### src/rtl/alu_seq_pkg.sv
// Shared definitions for the ALU sequencer: op codes, FSM encoding and instruction fields.
package alu_seq_pkg;

    localparam int INSTR_W = 9;
    localparam int OP_MSB  = 8;
    localparam int OP_LSB  = 6;
    localparam int RD_MSB  = 5;
    localparam int RD_LSB  = 4;
    localparam int RS1_MSB = 3;
    localparam int RS1_LSB = 2;
    localparam int RS2_MSB = 1;
    localparam int RS2_LSB = 0;

    localparam logic [2:0] OP_ADD = 3'b000;
    localparam logic [2:0] OP_SUB = 3'b001;
    localparam logic [2:0] OP_AND = 3'b010;
    localparam logic [2:0] OP_OR  = 3'b011;
    localparam logic [2:0] OP_NOT = 3'b100;

    typedef enum logic [1:0] {
        IDLE = 2'b00,
        READ = 2'b01,
        EXEC = 2'b10,
        WB   = 2'b11
    } state_t;

    // Op codes above NOT are undefined and take the short READ->WB path.
    function automatic logic op_is_legal(input logic [2:0] op);
        return (op <= OP_NOT);
    endfunction

endpackage

### src/rtl/alu_seq_regfile.sv
// Four-entry register file: two asynchronous read ports, one synchronous write port,
// asynchronous active-low clear.
module alu_seq_regfile #(
    parameter int DATA_W = 8
) (
    input  logic              clk,
    input  logic              rst_n,
    input  logic              we,
    input  logic [1:0]        waddr,
    input  logic [DATA_W-1:0] wdata,
    input  logic [1:0]        raddr_a,
    input  logic [1:0]        raddr_b,
    output logic [DATA_W-1:0] rdata_a,
    output logic [DATA_W-1:0] rdata_b
);

    logic [DATA_W-1:0] regs_r [4];

    // Storage with asynchronous clear and single write port.
    always_ff @(posedge clk or negedge rst_n) begin
        if (!rst_n) begin
            for (int i = 0; i < 4; i++) begin
                regs_r[i] <= '0;
            end
        end else if (we) begin
            regs_r[waddr] <= wdata;
        end
    end

    assign rdata_a = regs_r[raddr_a];
    assign rdata_b = regs_r[raddr_b];

endmodule

### src/rtl/alu_sequencer.sv
// Four-state instruction sequencer driving an external combinational ALU.
// Optional feature: define ALU_SEQ_ZERO_FLAG_EN to add the zero_flag output.
module alu_sequencer
    import alu_seq_pkg::*;
#(
    parameter int DATA_W = 8
) (
    input  logic               clk,
    input  logic               rst_n,
    input  logic               instr_valid,
    output logic               instr_ready,
    input  logic [INSTR_W-1:0] instr,
    input  logic               ld_valid,
    input  logic [1:0]         ld_addr,
    input  logic [DATA_W-1:0]  ld_data,
    output logic [2:0]         alu_control,
    output logic [DATA_W-1:0]  alu_a,
    output logic [DATA_W-1:0]  alu_b,
    input  logic [DATA_W-1:0]  alu_result,
    output logic               done,
    output logic [DATA_W-1:0]  wb_data,
    output logic               illegal
`ifdef ALU_SEQ_ZERO_FLAG_EN
    ,
    output logic               zero_flag
`endif
);

    state_t            state_r, state_nxt_s;
    logic [2:0]        op_r;
    logic [1:0]        rd_r;
    logic [DATA_W-1:0] result_r, wb_data_r, alu_a_r, alu_b_r;
    logic [2:0]        alu_control_r;
    logic              done_r, illegal_r;
    logic              accept_s, op_legal_s, wb_fire_s, rf_we_s;
    logic [1:0]        rf_waddr_s;
    logic [DATA_W-1:0] rf_wdata_s, rdata_a_s, rdata_b_s, a_fwd_s, b_fwd_s;
    logic [2:0]        op_in_s;
    logic [1:0]        rs1_in_s, rs2_in_s;

    assign op_in_s     = instr[OP_MSB:OP_LSB];
    assign rs1_in_s    = instr[RS1_MSB:RS1_LSB];
    assign rs2_in_s    = instr[RS2_MSB:RS2_LSB];
    assign instr_ready = (state_r == IDLE);
    assign accept_s    = instr_valid && (state_r == IDLE);
    assign op_legal_s  = op_is_legal(op_r);

    alu_seq_regfile #(.DATA_W(DATA_W)) u_regfile (
        .clk     (clk),
        .rst_n   (rst_n),
        .we      (rf_we_s),
        .waddr   (rf_waddr_s),
        .wdata   (rf_wdata_s),
        .raddr_a (rs1_in_s),
        .raddr_b (rs2_in_s),
        .rdata_a (rdata_a_s),
        .rdata_b (rdata_b_s)
    );

    // Operands are captured on the accept edge, so a same-cycle preload must be forwarded.
    assign a_fwd_s = (ld_valid && (ld_addr == rs1_in_s)) ? ld_data : rdata_a_s;
    assign b_fwd_s = (op_in_s == OP_NOT) ? '0 :
                     ((ld_valid && (ld_addr == rs2_in_s)) ? ld_data : rdata_b_s);

    // FSM state register.
    always_ff @(posedge clk or negedge rst_n) begin
        if (!rst_n) state_r <= IDLE;
        else        state_r <= state_nxt_s;
    end

    // Next-state and register-file write control.
    always_comb begin
        state_nxt_s = state_r;
        rf_we_s     = 1'b0;
        rf_waddr_s  = ld_addr;
        rf_wdata_s  = ld_data;
        wb_fire_s   = 1'b0;
        case (state_r)
            IDLE: begin
                if (ld_valid) rf_we_s = 1'b1;
                else          rf_we_s = 1'b0;
                if (instr_valid) state_nxt_s = READ;
                else             state_nxt_s = IDLE;
            end
            READ: begin
                if (op_legal_s) state_nxt_s = EXEC;
                else            state_nxt_s = WB;
            end
            EXEC: state_nxt_s = WB;
            WB: begin
                state_nxt_s = IDLE;
                wb_fire_s   = 1'b1;
                if (op_legal_s) begin
                    rf_we_s    = 1'b1;
                    rf_waddr_s = rd_r;
                    rf_wdata_s = result_r;
                end else begin
                    rf_we_s    = 1'b0;
                end
            end
            default: state_nxt_s = IDLE;
        endcase
    end

    // Latched instruction fields and ALU operand drive; operands return to zero on leaving EXEC.
    always_ff @(posedge clk or negedge rst_n) begin
        if (!rst_n) begin
            op_r          <= 3'd0;
            rd_r          <= 2'd0;
            alu_control_r <= 3'd0;
            alu_a_r       <= '0;
            alu_b_r       <= '0;
        end else if (accept_s) begin
            op_r          <= op_in_s;
            rd_r          <= instr[RD_MSB:RD_LSB];
            alu_control_r <= op_in_s;
            alu_a_r       <= a_fwd_s;
            alu_b_r       <= b_fwd_s;
        end else if (state_nxt_s == WB) begin
            alu_control_r <= 3'd0;
            alu_a_r       <= '0;
            alu_b_r       <= '0;
        end
    end

    // Result capture, write-back data and completion pulses.
    always_ff @(posedge clk or negedge rst_n) begin
        if (!rst_n) begin
            result_r  <= '0;
            wb_data_r <= '0;
            done_r    <= 1'b0;
            illegal_r <= 1'b0;
        end else begin
            if (state_r == EXEC) result_r <= alu_result;
            if (wb_fire_s && op_legal_s) wb_data_r <= result_r;
            done_r    <= wb_fire_s;
            illegal_r <= wb_fire_s && !op_legal_s;
        end
    end

`ifdef ALU_SEQ_ZERO_FLAG_EN
    logic zero_flag_r;

    // Zero flag follows legal write-backs only.
    always_ff @(posedge clk or negedge rst_n) begin
        if (!rst_n)                       zero_flag_r <= 1'b0;
        else if (wb_fire_s && op_legal_s) zero_flag_r <= (result_r == '0);
    end

    assign zero_flag = zero_flag_r;
`endif

    assign alu_control = alu_control_r;
    assign alu_a       = alu_a_r;
    assign alu_b       = alu_b_r;
    assign done        = done_r;
    assign illegal     = illegal_r;
    assign wb_data     = wb_data_r;

endmodule

### config.mk
export PLATFORM = sky130hd
export DESIGN_NAME = alu_sequencer
export DESIGN_NICKNAME = d
export VERILOG_FILES = /design/src/rtl/alu_seq_pkg.sv /design/src/rtl/alu_seq_regfile.sv /design/src/rtl/alu_sequencer.sv
export SDC_FILE = /design/constraint.sdc
export NUM_CORES = 1
export LEC_CHECK = 0
export CORE_ASPECT_RATIO = 0.5
export CORE_MARGIN = 2
export CORE_UTILIZATION = 57
export DETAILED_ROUTE_END_ITERATION = 10
export MAX_ROUTING_LAYER = met4
export PLACE_DENSITY = 0.85
export SLEW_MARGIN = 20
export SYNTH_ARGS = -nofsm -noshare
export SYNTH_HDL_FRONTEND = slang
export SYNTH_SLANG_ARGS = --single-unit
### constraint.sdc
create_clock -name clk -period 3.4 [get_ports clk]
set_clock_uncertainty 0.05 [all_clocks]
set_input_delay 0.34 -clock clk [delete_from_list [all_inputs] [get_ports clk]]
set_output_delay 0.34 -clock clk [all_outputs]
set_load 0.01 [all_outputs]
# After elaboration in Yosys (flattened, before gate mapping)
# Index checks and enable logic that the tools add are counted.
# totals
register_bits	76
elab_cells	66
input_bits	31
# classes
eq_ne	7
bitwise	3
reduce_logical	9
n_lt_le_gt_ge	5
muxes	28
# ops
cell	count
two-way mux 8 bit	13
binary-select mux 8 bit (select 2 bit)	2
bitwise mux 32 bit	1
demux 8 bit (select 2 bit)	1
>= comparator 3 bit, second input constant	3
NOT 2 -> 3 bit	3
one-hot mux 2 bit (4 select lines)	1
== test 2 bit, second input constant	3
logical AND 1 bit	6
two-way mux 3 bit	2
two-way mux 1 bit	5
== test 2 bit	2
two-way mux 2 bit	2
== test 3 bit, second input constant	1
less-or-equal comparator 3 bit, second input constant	1
less-than comparator 3 x 1 -> 1 bit, second input constant	1
== test 2 x 1 -> 1 bit, second input constant	1
logical NOT 2 bit	1
one-hot mux 1 bit (2 select lines)	1
nonzero test 2 bit	1
logical NOT 1 bit	1

# Depth between registers and ports, before layout
# logic_depth
word_depth	9
ltp_mapped	8
ltp_nobuf	6

# By module
# From an unflattened synthesis, not the netlist that was laid out.
# hier_totals
cells_unflattened	261
area_unflattened_um2	3608.5
# modules_own_cells
module	area_per_inst_um2	seq_area_each_um2	cells_per_inst	instances
alu_sequencer	2018.2	1101.1	173	1
alu_seq_regfile	1590.3	800.8	88	1

# Worst setup path before layout
# No wires, ideal clock.
# synth_timing
path_kind	register to register
startpoint	reg state_r[0]
endpoint	reg u_regfile.regs_r[16] (netlist bit)
arrival_time_ps	1979
stages_incl_launch_ff	8
n_path_buf	1
required_time_ps	3225
path_slack_ps	1246
setup_time_ps	125
cell_sequence	dfrtp_1 -> inv_1 -> ha_1 -> buf_2 -> nand2_1 -> or4_4 -> mux2i_4 -> mux2_2
# synth_via
elab_cells_between_ends	12
# synth_lines
element	line_no	source
start, declared	alu_sequencer.sv:29	state_t state_r, state_nxt_s;
start signal, assigned	alu_sequencer.sv:68	else state_r <= state_nxt_s;
logical NOT 2 bit	-	
named net instr_ready	alu_sequencer.sv:11	output logic instr_ready,
one-hot mux 1 bit (2 select lines)	alu_sequencer.sv:78	case (state_r)
end signal, assigned by index	alu_seq_regfile.sv:26	regs_r[waddr] <= wdata;
end, declared	alu_seq_regfile.sv:17	logic [DATA_W-1:0] regs_r [4];
# The timed path passes the listed nets, and every way through them passes these cells.
# A chain may end at the register's enable or synchronous reset.

# Worst setup path after layout
# layout_timing
startpoint	reg state_r[1]
endpoint	reg u_regfile.regs_r[21] (netlist bit)
# layout_via
elab_chain_cells	8
elab_cells_between_ends	12
# layout_rtl
element	line_no
== test 2 bit	alu_sequencer.sv:78
two-way mux 2 bit	alu_sequencer.sv:78
NOT 2 -> 3 bit (not written as such)	alu_seq_regfile.sv:26
>= comparator 3 bit (not written as such) / less-than comparator 3 x 1 -> 1 bit (equally long branches)	alu_seq_regfile.sv:26
logical AND 1 bit (not written as such)	alu_seq_regfile.sv:26
two-way mux 8 bit (not written as such)	alu_seq_regfile.sv:26
demux 8 bit (select 2 bit)	alu_seq_regfile.sv:26
bitwise mux 32 bit	alu_seq_regfile.sv:26
# Parallel ways exist; a longest one is shown, timed or not.

==> implementation parameters <==
Parameter                              Value

Die
  Number of ports placed on the die boundary    61
  Horizontal extent of the die    118 um
  Die boundary height    60.8 um
  Row Count    20
  Core outline area    0.00616 mm^2
  Starting Density    59.8%
  DIE AREA    0.00715 mm^2

Logic synthesis
  Total nets after synthesis    283
  Synthesized area divided by synthesized cell count    14.9 um^2
  Share of the yosys chip area belonging to registers    51.7%
  Synth cell types    34
  Warning count from the yosys run    0
  Synth Cell Area    0.00368 mm^2
  Number of flip-flops and latches in the synthesized netlist    76
  Top_reg_cell synth    dfrtp_1
  Number of enable-type register cells in the synthesized netlist    0
  Number of instances in the synthesized netlist    247
  Asr flop ratio synth    100%

Clock network
  Post-CTS setup buffers    0
  H-tree depth    3
  Root buffer cell    clkbuf_16
  Insertion delay to the later sink of the worst-skew pair    0.33 ns
  Number of clock buffers inserted by TritonCTS    9
  Clock tree sinks    76
  Maximum buffer depth of the clock tree    2
  Post-cts gate resize count    0
  CTS hold repair buffers    0
  Clock-pin transition on the worst setup and hold timing paths    0.06 ns
  CTS tree    yes

Timing
  Final number of max-transition violations    0
  Final clock period utilization by the worst path    72.0%
  Unrepaired setup endpoints after global routing    false
  Hold Fails Final Rpt    0
  Post-layout min period    2.45 ns
  Highest attainable clock frequency    409 MHz
  Final worst slack    0.953 ns
  Setup Viol. Count Final    0
  Post-route setup TNS    0 ns
  Worst-case headroom to the max-slew limit    37.8%
  Tightest Pin Transition    0.933 ns

Layout
  Fraction of layout instances using a drive strength above 1    34.8%
  Most common library cell in the layout ignoring fill and taps    dfrtp_1
  Antenna cells    0
  Most used cells in the layout excluding fill and tap cells    76 x dfrtp_1, 60 x mux2_2, 59 x clkdlybuf4s50_1, 16 x mux4_2, 15 x a221o_1
  Net count of the finished layout    350
  Relative area change from synthesis to final layout    27.3%

Placed design
  Final estimated routing congestion in global placement    0.827
  Post-Place Setup Slack    0.873 ns
  Input/output buffers    60
  Detailed placement HPWL    5.95 mm

Routing
  Drt pass-1 iters    4
  Count of nets left with antenna violations after detail routing    0
  Post-route DRC violation count    0
  Wire length after detailed routing    8.53 mm
  Post-detailed-route wirelength per cell    21.0 um
  Vias per Instance    6.07
  Routed via count    2472
  Detailed Route Iter0 Violations    188

Setup path
  Data arrival time of the critical path    2.61 ns
  Category of the worst setup path capture point    flop
  Critical path fanouts, max    8
  Setup crit start    state_r[1]
  WP buf/inv    1
  Critical path class    flop to flop
  Cell at the slowest stage of the critical path    or4_4
  Delay contributed by the slowest stage of the critical path    0.45 ns
  WP data required    3.56 ns
  Reg2Reg Launch Point    state_r[1]
  Cell Chain, Critical Path    inv_1 -> ha_1 -> nand2_1 -> or4_4 -> mux2i_4 -> mux2_2
  Startpoint type of the worst setup path    flop
  Worst path top cell family by delay    multiplexers

Power
  Total power per unit cell area    926 mW/mm^2
  P_leak    1.96 nW
  Worst vdd rail ir drop    0.387 mV

Run status
  Run status    finished clean

Global routing
  Congestion Overflow GR    0
  Via count of the first global-routing pass    2589
  Largest net degree at the start of global routing    37
  Antenna violations before repair    0
  Total GRT Usage    27.1%
  Global-route wire length before repair    13.7 mm

Hold path
  Hold WC Path Type    input port to async pin

Flow run
  MaxCap Viol Count    0
==> layer usage <==
metal	GRT usage [%]	routed length, um	vias to the layer above	share of wire, %
met1	34.0	3680	1276	43
met4	11.2	134	0	1.6
met3	6.77	673	14	7.9
met5	-	0	-	0
met2	43.6	4040	93	47
li1	-	-	1089	-
==> layout make-up <==
class | count | area, um^2
clock buffer | 10 | 239
inverter | 6 | 22.5
fill | 403 | 1470
timing repair buffer | 65 | 633
clock inverter | 6 | 63.8
multi-input combinational | 156 | 1710
tap | 88 | 110
sequential | 76 | 1900
==> path summary, 6_finish.rpt <==
check                      slack (ns)              endpoint  depth (start not counted)
hold reg to reg                  0.45            wb_data[7]                          1
setup / recovery                 0.95  u_regfile.regs_r[21]                          6
max in group asynchronous        2.47              alu_a[7]                          2
min in group clk                 0.45            wb_data[7]                          1
hold / removal                   0.04               rd_r[0]                          1
setup reg to reg                 0.95  u_regfile.regs_r[21]                          6
==> cell usage after synthesis (all sizes together), types with 4 or more instances <==
| cell type | n | share of area [%] |
|---|---|---|
| nor2 | 6 | 0.61 |
| dfrtp | 76 | 52 |
| mux4 | 16 | 9.8 |
| buf | 5 | 0.75 |
| inv | 6 | 0.61 |
| a221o | 15 | 4.1 |
| nand2 | 6 | 0.82 |
| ha | 5 | 1.7 |
| xnor2 | 4 | 0.95 |
| nor2b | 8 | 1.4 |
| clkbuf | 4 | 0.41 |
| mux2 | 62 | 19 |
| and3 | 7 | 1.2 |
==> sequential cells by signal (all words and copies together), names as in the netlist <==
name / cells
u_regfile.regs_r: 32
alu_a: 8
alu_b: 8
result_r: 8
wb_data: 8
alu_control: 3
op_r: 3
rd_r: 2
state_r: 2
done: 1
illegal: 1
==> stage by stage <==
step | total power [mW] | std cells | hold slack (ns) | instance area (um^2) | util (%)
after floorplan | 2.75 | 247 | -0.00559 | 3680 | -
after global placement | 3.28 | 391 | 0.401 | 4380 | 71.1
after detailed placement | 3.37 | 391 | 0.421 | 4380 | 71.1
after CTS | 4.34 | 407 | 0.0570 | 4680 | 76.1
after global routing | 4.57 | 407 | 0.0997 | 4680 | 76.1
final | 4.34 | 407 | 0.0445 | 4680 | 76.1
==> where the power goes <==
part / switching, mW / internal (mW)
clock network: 0.362 / 0.586
registers: 0.306 / 1.32
logic: 0.746 / 1.01
==> cell families (layout without fill, tap and decap cells) <==
kind of cell             Yosys count  after routing  synth area share (%)
XOR/XNOR                           4              4                 0.952
buffers and inverters             15             87                  1.77
adder cells (fa/ha/maj)            5              5                  1.70
AND/OR/NAND/NOR                   39             39                  6.12
multiplexers                      81             81                  30.8
flip-flops                        76             76                  51.7
AO/OA/AOI/OAI                     27             27                  6.94
Note: power is estimated with default switching activity, not from simulation.
